$ cat src/rtl/stage_e_md_pkg.sv
// rtl/stage_e_md_pkg.sv - shared op codes, forward selects and MD FSM states
package stage_e_md_pkg;

  typedef enum logic [2:0] {
    ALU_ADD = 3'b000,
    ALU_SUB = 3'b001,
    ALU_AND = 3'b010,
    ALU_OR  = 3'b011,
    ALU_SLT = 3'b101
  } alu_op_t;

  typedef enum logic [1:0] {
    MD_MUL   = 2'b00,
    MD_MULHU = 2'b01,
    MD_DIVU  = 2'b10,
    MD_REMU  = 2'b11
  } md_op_t;

  typedef enum logic [1:0] {
    FWD_REG = 2'b00,
    FWD_WB  = 2'b01,
    FWD_MEM = 2'b10
  } fwd_sel_t;

  typedef enum logic [1:0] {
    MD_IDLE = 2'b00,
    MD_RUN  = 2'b01,
    MD_DONE = 2'b10
  } md_state_t;

endpackage

$ cat src/rtl/alu.sv
// rtl/alu.sv - single-cycle ALU (add, sub, and, or, signed slt)
module alu import stage_e_md_pkg::*; #(
  parameter int XLEN = 32
) (
  input  logic [XLEN-1:0] a,
  input  logic [XLEN-1:0] b,
  input  logic [2:0]      ctrl,
  output logic [XLEN-1:0] y
);
  alu_op_t op;
  assign op = alu_op_t'(ctrl);

  always_comb begin
    y = '0;
    case (op)
      ALU_ADD: y = a + b;
      ALU_SUB: y = a - b;
      ALU_AND: y = a & b;
      ALU_OR:  y = a | b;
      ALU_SLT: y = {{(XLEN-1){1'b0}}, $signed(a) < $signed(b)};
      default: y = '0;
    endcase
  end
endmodule

$ cat src/rtl/flopr.sv
// rtl/flopr.sv - register with synchronous active-high clear and load enable
module flopr #(
  parameter int WIDTH = 8
) (
  input  logic             clk,
  input  logic             rst,
  input  logic             en,
  input  logic [WIDTH-1:0] d,
  output logic [WIDTH-1:0] q
);
  always_ff @(posedge clk) begin
    if (rst)     q <= '0;
    else if (en) q <= d;
  end
endmodule

$ cat src/rtl/md_iter.sv
// rtl/md_iter.sv - iterative unsigned multiply/divide, one bit per RUN cycle
module md_iter import stage_e_md_pkg::*; #(
  parameter int XLEN = 32
) (
  input  logic            clk,
  input  logic            flush,
  input  logic            start,
  input  logic [1:0]      op,
  input  logic [XLEN-1:0] a,
  input  logic [XLEN-1:0] b,
  output logic            busy,
  output logic            done,
  output logic [XLEN-1:0] result
);
  localparam int CNTW = $clog2(XLEN);

  md_state_t       state;
  logic [CNTW-1:0] cnt;
  logic [1:0]      op_q;
  logic [XLEN-1:0] acc, lo, opb;
  logic [XLEN:0]   mul_sum, div_sh;
  logic            div_ge, is_div;

  // acc:lo is the product (hi:lo) for multiply, remainder:quotient for divide
  always_comb begin
    mul_sum = {1'b0, acc} + (lo[0] ? {1'b0, opb} : '0);
    div_sh  = {acc, lo[XLEN-1]};
    div_ge  = div_sh >= {1'b0, opb};
    is_div  = (op_q == MD_DIVU) || (op_q == MD_REMU);
  end

  always_ff @(posedge clk) begin
    if (flush) begin
      state <= MD_IDLE;
      cnt   <= '0;
      op_q  <= '0;
      acc   <= '0;
      lo    <= '0;
      opb   <= '0;
    end else begin
      case (state)
        MD_IDLE: if (start) begin
          state <= MD_RUN;
          cnt   <= CNTW'(XLEN-1);
          op_q  <= op;
          acc   <= '0;
          lo    <= a;
          opb   <= b;
        end
        MD_RUN: begin
          if (is_div) begin
            // a zero divisor always "fits": quotient all-ones, remainder = dividend
            acc <= div_ge ? div_sh[XLEN-1:0] - opb : div_sh[XLEN-1:0];
            lo  <= {lo[XLEN-2:0], div_ge};
          end else begin
            acc <= mul_sum[XLEN:1];
            lo  <= {mul_sum[0], lo[XLEN-1:1]};
          end
          if (cnt == '0) state <= MD_DONE;
          else           cnt   <= cnt - 1'b1;
        end
        MD_DONE: state <= MD_IDLE;
        default: state <= MD_IDLE;
      endcase
    end
  end

  assign busy   = start & (state != MD_DONE);
  assign done   = (state == MD_DONE);
  assign result = ((op_q == MD_MULHU) || (op_q == MD_REMU)) ? acc : lo;
endmodule

$ cat src/rtl/mux2.sv
// rtl/mux2.sv - two-input selector
module mux2 #(
  parameter int WIDTH = 8
) (
  input  logic [WIDTH-1:0] d0,
  input  logic [WIDTH-1:0] d1,
  input  logic             s,
  output logic [WIDTH-1:0] y
);
  assign y = s ? d1 : d0;
endmodule

$ cat src/rtl/mux3.sv
// rtl/mux3.sv - three-input forwarding selector
module mux3 import stage_e_md_pkg::*; #(
  parameter int WIDTH = 8
) (
  input  logic [WIDTH-1:0] d0,
  input  logic [WIDTH-1:0] d1,
  input  logic [WIDTH-1:0] d2,
  input  logic [1:0]       s,
  output logic [WIDTH-1:0] y
);
  always_comb begin
    y = d2;
    case (s)
      FWD_REG: y = d0;
      FWD_WB:  y = d1;
      default: y = d2;
    endcase
  end
endmodule

$ cat src/rtl/stage_e_md.sv
// rtl/stage_e_md.sv - execute stage with forwarding, ALU and iterative MD unit
module stage_e_md import stage_e_md_pkg::*; #(
  parameter int XLEN = 32,
  parameter int REGW = 5
) (
  input  logic            clk,
  input  logic            rst,
  input  logic [XLEN-1:0] Rd1D,
  input  logic [XLEN-1:0] Rd2D,
  input  logic [XLEN-1:0] immextD,
  input  logic [REGW-1:0] RdD,
  input  logic [REGW-1:0] Rs1D,
  input  logic [REGW-1:0] Rs2D,
  input  logic            RegWriteD,
  input  logic            MemWriteD,
  input  logic            ALUSrcD,
  input  logic [2:0]      ALUControlD,
  input  logic            MDD,
  input  logic [1:0]      MDOpD,
  input  logic [1:0]      ForwardAE,
  input  logic [1:0]      ForwardBE,
  input  logic [XLEN-1:0] ALUResultM,
  input  logic [XLEN-1:0] ResultW,
  input  logic            FlushE,
  output logic [REGW-1:0] RdE,
  output logic [REGW-1:0] Rs1E,
  output logic [REGW-1:0] Rs2E,
  output logic [XLEN-1:0] ALUResultE,
  output logic [XLEN-1:0] WriteDataE,
  output logic            RegWriteE,
  output logic            MemWriteE,
  output logic            MDBusyE
);
  localparam int EW = 3*XLEN + 3*REGW + 9;

  logic [EW-1:0]   e_d, e_q;
  logic [XLEN-1:0] rd1_e, rd2_e, imm_e, op1_e, op2_e, alu_y, md_y;
  logic            reg_write_e, mem_write_e, alu_src_e, md_e, md_done, clr_e;
  logic [2:0]      alu_ctrl_e;
  logic [1:0]      md_op_e;

  assign clr_e = rst | FlushE;
  assign e_d   = {Rd1D, Rd2D, immextD, RdD, Rs1D, Rs2D,
                  RegWriteD, MemWriteD, ALUSrcD, ALUControlD, MDD, MDOpD};
  assign {rd1_e, rd2_e, imm_e, RdE, Rs1E, Rs2E,
          reg_write_e, mem_write_e, alu_src_e, alu_ctrl_e, md_e, md_op_e} = e_q;

  // E holds its instruction while the MD unit is iterating
  flopr #(.WIDTH(EW)) e_reg (
    .clk(clk), .rst(clr_e), .en(~MDBusyE), .d(e_d), .q(e_q)
  );

  mux3 #(.WIDTH(XLEN)) fwd_a (
    .d0(rd1_e), .d1(ResultW), .d2(ALUResultM), .s(ForwardAE), .y(op1_e)
  );
  mux3 #(.WIDTH(XLEN)) fwd_b (
    .d0(rd2_e), .d1(ResultW), .d2(ALUResultM), .s(ForwardBE), .y(WriteDataE)
  );
  mux2 #(.WIDTH(XLEN)) src_b (
    .d0(WriteDataE), .d1(imm_e), .s(alu_src_e), .y(op2_e)
  );

  alu #(.XLEN(XLEN)) u_alu (
    .a(op1_e), .b(op2_e), .ctrl(alu_ctrl_e), .y(alu_y)
  );

  md_iter #(.XLEN(XLEN)) u_md (
    .clk(clk), .flush(clr_e), .start(md_e), .op(md_op_e),
    .a(op1_e), .b(op2_e), .busy(MDBusyE), .done(md_done), .result(md_y)
  );

  mux2 #(.WIDTH(XLEN)) res_mux (
    .d0(alu_y), .d1(md_y), .s(md_done), .y(ALUResultE)
  );

  assign RegWriteE = reg_write_e & ~MDBusyE;
  assign MemWriteE = mem_write_e & ~MDBusyE;
endmodule

$ cat config.mk
export PLATFORM = sky130hd
export DESIGN_NAME = stage_e_md
export DESIGN_NICKNAME = d
export VERILOG_FILES = /design/src/rtl/stage_e_md_pkg.sv /design/src/rtl/alu.sv /design/src/rtl/flopr.sv /design/src/rtl/md_iter.sv /design/src/rtl/mux2.sv /design/src/rtl/mux3.sv /design/src/rtl/stage_e_md.sv
export SDC_FILE = /design/constraint.sdc
export NUM_CORES = 1
export LEC_CHECK = 0
export CORE_MARGIN = 2
export CORE_UTILIZATION = 35
export DETAILED_ROUTE_END_ITERATION = 10
export DONT_BUFFER_PORTS = 1
export SLEW_MARGIN = 20
export SYNTH_ARGS = -nofsm -noshare
export SYNTH_HDL_FRONTEND = slang
export SYNTH_SLANG_ARGS = --single-unit
$ cat constraint.sdc
create_clock -name clk -period 13.2 [get_ports clk]
set_input_delay 1.98 -clock clk [delete_from_list [all_inputs] [get_ports clk]]
set_output_delay 1.98 -clock clk [all_outputs]
set_load 0.005 [all_outputs]
==> impl_metrics.csv, run 1 <==
group,metric,value,unit
status,outcome,"finished, final reports clean",
critical_path,worstPathRequired,11.22,ns
logic_synthesis,yosysWarnings,0,
drt,detail_route.iter0.violations,1676,
drt,num_vias,19100,
drt,ant_nets,0,
global_route,grt_pass1_wl,106000,um
logic_synthesis,yosysSeqAreaShare,23.4,%
logic_synthesis,synth.distinct_cells,89,
timing,setup_viol,0,
clock_network,cts_tree,"yes",
timing,holdWs,0.450,ns
pwr,p_int,1.40,mW
clock_network,cts_sinks,225,
drt,drt-pass1-iter-count,9,
min_path,hold_class,"reg -> reg",
logic_synthesis,async_reset_ff_share,0,%
die,die-area,56800,sq um
clock_network,clkLatencyLatePin,0.56,ns
critical_path,end_kind,"primary output",
logic_synthesis,yosys_register_bits,225,
timing,fin_crit,8.63,ns
pwr,switching_share,35.1,%
timing,max-slew-margin-rel,15.1,%
drt,viasPerCell,5.84,
min_path,holdCritStartpoint,"e_reg.q[77]",
global_route,antenna_found_initial,0,
pwr,ir_worst_vdd,0.0868,mV
critical_path,r2r-end,"u_md.lo[0]",
pwr,power.net_switching,0.756,mW
timing,grt_setup_unrepaired,"false",
clock_network,htreeDepth,1,
clock_network,cts_resized,0,
die,die_w,238,um
pwr,clkPwrFrac,37.1,%
timing,max_freq,0.116,GHz
timing,report.final.slew_viol_count,0,
job,cap_violations,0,
logic_synthesis,syn-cell-area,19200,sq um
critical_path,worstPathArrival,6.65,ns
logic_synthesis,syn_nets,3037,
critical_path,critical_path.max_fanout,32,
clock_network,clkTransAtPathRegs,0.06,ns
timing,tns,0,ns
timing,finClkSkew,0.0101,ns
drt,routed_wl,70100,um
critical_path,crit_type,"in -> out",
critical_path,r2r_start,"u_md.opb[10]",
global_route,grt_pass1_vias,18000,
min_path,min_to,"e_reg.q[77]",
logic_synthesis,synthCells,2676,
drt,drc,0,
die,start_util,35.6,%
finish,layout_common_cells,"nand2_1, a21oi_1, nor2_1, dfxtp_1, inv_1",
pwr,power,2.15,mW
pwr,pwr-share-comb,29.5,%
die,core,54000,sq um
drt,routedWlPerCell,21.5,um
finish,syn2layout_area_growth,6.87,%
finish,layout-drive-gt1-share,5.61,%
finish,layout_commonest_cell,"nand2_1",
critical_path,ff2ff_path_depth,12,
clock_network,cts_buffer_depth,3,
finish,nets,2912,
clock_network,root_buffer,"clkbuf_16",
critical_path,r2r_slack,8.83,ns
pwr,powerDensity,105,nW/um^2
clock_network,cts_buffers,27,
clock_network,cts_setup_buffers,0,
critical_path,startpoint_type,"primary input",
finish,diodes,0,
logic_synthesis,avgSynthCellArea,7.19,sq um
place,portBuffers,0,
timing,finalHoldViolCount,0,
die,rows,85,
global_route,grt-ovfl-total,0,
pwr,leakage,8.93,nW
pwr,p_seq_share,33.4,%
logic_synthesis,synth_edf_count,0,
timing,worst_pin_slew,1.26,ns
global_route,grt_max_degree,89,
die,io_pins,273,
place,hpwl,54400,um
die,die-height,238,um
global_route,grt_use_total,23.7,%
min_path,hold_depth,2,
place,gp_congestion,0.987,
logic_synthesis,ys_dominant_reg_cell,"dfxtp_1",
clock_network,cts-hold-fix-buffers,0,
timing,period_share,65.4,%
==> metal layers <==
metal / part of all wire [%] / track usage (%) / wire (um)
met5: 0 / 0 / 0
met4: 2.6 / 6.65 / 1790
met3: 8.3 / 4.29 / 5820
met1: 44 / 32.0 / 31000
met2: 45 / 38.6 / 31500
==> sequential cells by signal (all words and copies together), names as in the netlist <==
| register | flops |
|---|---|
| e_reg.q | 120 |
| u_md.lo | 32 |
| u_md.acc | 32 |
| u_md.opb | 32 |
| u_md.state | 2 |
| u_md.op_q | 2 |
| u_md.cnt | 5 |
==> power by group through the flow <==
stage | clock [mW] | sequential (mW) | combinational, mW
3_5_place_dp | 0 | 0.734 | 0.621
6_report | 0.800 | 0.719 | 0.635
4_1_cts | 0.812 | 0.719 | 0.625
2_1_floorplan | 0 | 0.723 | 0.459
3_3_place_gp | 0 | 0.733 | 0.618
5_1_grt | 0.835 | 0.721 | 0.692
==> stage by stage <==
stage	area, sq um	setup WS [ns]	std cells	utilization, %
global placement	19600	4.72	3218	36.3
detailed placement	19600	4.63	3218	36.3
finish	20500	4.57	3265	38.0
global route	20500	4.31	3265	38.0
floorplan	19200	5.07	2676	-
CTS	20500	4.64	3265	38.0
==> cell type report <==
type | count | area (sq um)
Clock inverter | 11 | 166
Sequential cell | 225 | 4510
Inverter | 180 | 678
Tap cell | 696 | 871
Fill cell | 5618 | 33500
Clock buffer | 36 | 769
Multi-Input combinational cell | 2085 | 13300
Timing Repair Buffer | 32 | 240
==> how the worst max path moves through the flow <==
stage                      start              to
detailed placement  ForwardBE[0]   ALUResultE[0]
global route        ForwardBE[0]   ALUResultE[0]
global placement    ForwardBE[0]   ALUResultE[0]
floorplan           ForwardBE[0]  ALUResultE[30]
finish              ForwardBE[0]   ALUResultE[0]
CTS                 ForwardBE[0]   ALUResultE[0]
==> Yosys cell counts (5+ instances only) <==
cell type / count / area (sq um)
or3_1: 11 / 68.8
o221ai_1: 5 / 43.8
ha_1: 166 / 2080
nor2b_1: 15 / 93.8
a21oi_1: 352 / 1760
o211a_1: 5 / 50.1
nor2_1: 278 / 1040
o21ai_1: 20 / 100
o211ai_1: 20 / 150
clkbuf_1: 137 / 514
a221oi_1: 15 / 131
and2_1: 37 / 231
mux2i_1: 107 / 1070
a22oi_1: 13 / 97.6
a31oi_1: 18 / 113
nand3_1: 25 / 125
buf_1: 24 / 90.1
o22ai_1: 20 / 125
inv_1: 178 / 668
a211oi_1: 50 / 375
nor4_1: 8 / 50.1
o21bai_1: 19 / 143
a311oi_1: 7 / 61.3
o31a_1: 6 / 52.6
buf_4: 15 / 113
nand2_1: 379 / 1420
nand3b_1: 5 / 37.5
nand2b_1: 14 / 87.6
a221o_1: 7 / 70.1
xnor2_1: 45 / 394
nor3_1: 37 / 185
xor2_1: 28 / 245
buf_2: 10 / 50.1
or2_2: 6 / 37.5
mux2_2: 32 / 360
o31ai_1: 10 / 75.1
dfxtp_1: 225 / 4500
a2111oi_0: 7 / 61.3
o21ai_0: 129 / 646
a21o_1: 48 / 360
nand4_1: 15 / 93.8
and3_1: 10 / 62.6
a222oi_1: 31 / 310
o21a_1: 8 / 60.1
==> critical path, cell delays in order <==
cell and delay, ns:
mux2i_1 0.17, nor2_1 0.06, a21oi_1 0.16, nor2_1 0.06
a21oi_1 0.43, inv_1 0.16, fa_1 0.46, nor2b_1 0.13
o21ai_0 0.13, a21oi_1 0.25, o21ai_1 0.16, and3_1 0.18
nor3_1 0.55, a311o_1 0.33, a41oi_1 0.20, o311ai_1 0.85
o221ai_1 0.40
==> kinds of logic after synthesis <==
family | count (synthesis) | share of synthesized area, %
flip-flops | 225 | 23.4
multiplexers | 139 | 7.44
AND/OR/NAND/NOR | 854 | 19.0
AO/OA/AOI/OAI | 849 | 28.1
XOR/XNOR | 73 | 3.33
adder cells (fa/ha/maj) | 170 | 11.2
buffers and inverters | 366 | 7.50
No activity file was read; power rests on OpenSTA's default activity.
==> inputs of run 2 (changes only) <==
Clock period 13.2 ns to 7.53 ns, I/O delays scaled along.
==> impl_metrics.csv, run 2 (synthesized netlist as in run 1, its figures left out) <==
group,metric,value,unit
status,outcome,"finished, final reports clean",
timing,finClkSkew,0.00754,ns
finish,layout-drive-gt1-share,5.68,%
finish,fin_util,38.0,%
timing,max_freq,0.156,GHz
finish,stdcell_count,3266,
clock_network,cts_setup_buffers,0,
timing,grt_setup_unrepaired,"false",
global_route,grt-ovfl-total,0,
min_path,hold_depth,2,
clock_network,htreeDepth,1,
min_path,min_to,"e_reg.q[112]",
die,die_w,238,um
die,io_pins,273,
pwr,leakage,8.93,nW
finish,largest_reg_flops,120,
global_route,grt_pass1_vias,18000,
finish,final_cell_area,20500,sq um
die,die-height,238,um
critical_path,crit_type,"in -> out",
critical_path,r2r-end,"u_md.acc[2]",
place,postPlaceCellArea,19600,sq um
timing,fin_ws,1.11,ns
place,portBuffers,0,
clock_network,cts_sinks,225,
drt,drc,0,
critical_path,r2r_slack,3.26,ns
timing,setup_viol,0,
drt,viasPerCell,5.83,
clock_network,cts-hold-fix-buffers,0,
clock_network,clkTransAtPathRegs,0.06,ns
timing,holdWs,0.449,ns
place,hpwl,54100,um
clock_network,cts_buffer_depth,3,
drt,drt-pass1-iter-count,7,
clock_network,cts_resized,0,
timing,max-slew-margin-rel,18.9,%
pwr,ir_worst_vdd,0.182,mV
pwr,powerDensity,182,nW/um^2
timing,period_share,85.3,%
die,core,54000,sq um
finish,syn2layout_area_growth,6.80,%
critical_path,r2r_start,"u_md.opb[1]",
drt,ant_nets,0,
drt,routedWlPerCell,21.3,um
clock_network,cts_tree,"yes",
finish,layout_common_cells,"nand2_1, a21oi_1, nor2_1, dfxtp_1, inv_1",
timing,finalHoldViolCount,0,
timing,report.final.slew_viol_count,0,
clock_network,cts_buffers,25,
timing,worst_pin_slew,1.20,ns
die,start_util,35.6,%
finish,fillCellCount,5653,
timing,tns,0,ns
clock_network,root_buffer,"clkbuf_16",
critical_path,critical_path.max_fanout,32,
finish,regMostFlops,"e_reg.q",
global_route,grt_pass1_wl,106000,um
place,gp_congestion,0.969,
die,die-area,56800,sq um
die,rows,85,
drt,num_vias,19000,
global_route,grt_use_total,23.5,%
drt,routed_wl,69500,um
timing,fin_crit,6.42,ns
pwr,power,3.73,mW
finish,diodes,0,
clock_network,clkLatencyLatePin,0.54,ns
min_path,hold_class,"reg -> reg",
job,cap_violations,0,
drt,detail_route.iter0.violations,1457,
critical_path,end_kind,"primary output",
place,place_inst,3221,
finish,layout_commonest_cell,"nand2_1",
place,place_ws,1.19,ns
critical_path,worstPathArrival,5.29,ns
critical_path,worstPathRequired,6.40,ns
critical_path,ff2ff_path_depth,12,
critical_path,startpoint_type,"primary input",
min_path,holdCritStartpoint,"e_reg.q[112]",
global_route,grt_max_degree,96,
finish,nets,2913,
global_route,antenna_found_initial,1,
-- run 2: power by group --
| part | switching, mW | internal [mW] | leakage [nW] |
|---|---|---|---|
| clock network | 0.538 | 0.825 | 0.439 |
| registers | 0.0327 | 1.23 | 1.83 |
| logic | 0.736 | 0.376 | 6.66 |
-- run 2: worst max path at each step --
stage | start | to | cells past startpoint
after detailed placement | ForwardBE[0] | ALUResultE[0] | 18
after CTS | ForwardBE[0] | ALUResultE[0] | 18
after global routing | ForwardBE[0] | ALUResultE[0] | 18
final | ForwardBE[0] | ALUResultE[30] | 16
after floorplan | ForwardBE[0] | ALUResultE[30] | 21
after global placement | ForwardBE[0] | ALUResultE[30] | 16
-- run 2: area by class of cell --
cell class / instances / area (sq um) / area share [%]
inverters: 180 / 678 / 3.30
repair buffers: 35 / 263 / 1.28
well taps: 696 / 871 / 4.24
multi-input cells: 2085 / 13300 / 64.9
flip-flops and latches: 225 / 4510 / 22.0
clock inverters: 17 / 248 / 1.21
clock buffers: 28 / 647 / 3.15
-- run 2: layer usage --
layer	share of wire, %	global-route usage [%]
met1	45	32.4
met2	44	37.7
met3	8.0	4.06
met4	2.7	6.69
met5	0	0
-- run 2: critical path, cell delays in order --
cell	delay (ns)
mux2i_1	0.17
nor2_1	0.06
a21oi_1	0.24
nor2_1	0.07
a21oi_1	0.45
inv_1	0.09
ha_1	0.27
or4_4	0.56
o2111ai_2	0.23
a211oi_2	0.16
or4_1	0.53
a31o_2	0.28
a221oi_2	0.32
mux2i_1	0.30
nand2_1	0.08
o221a_1	0.33
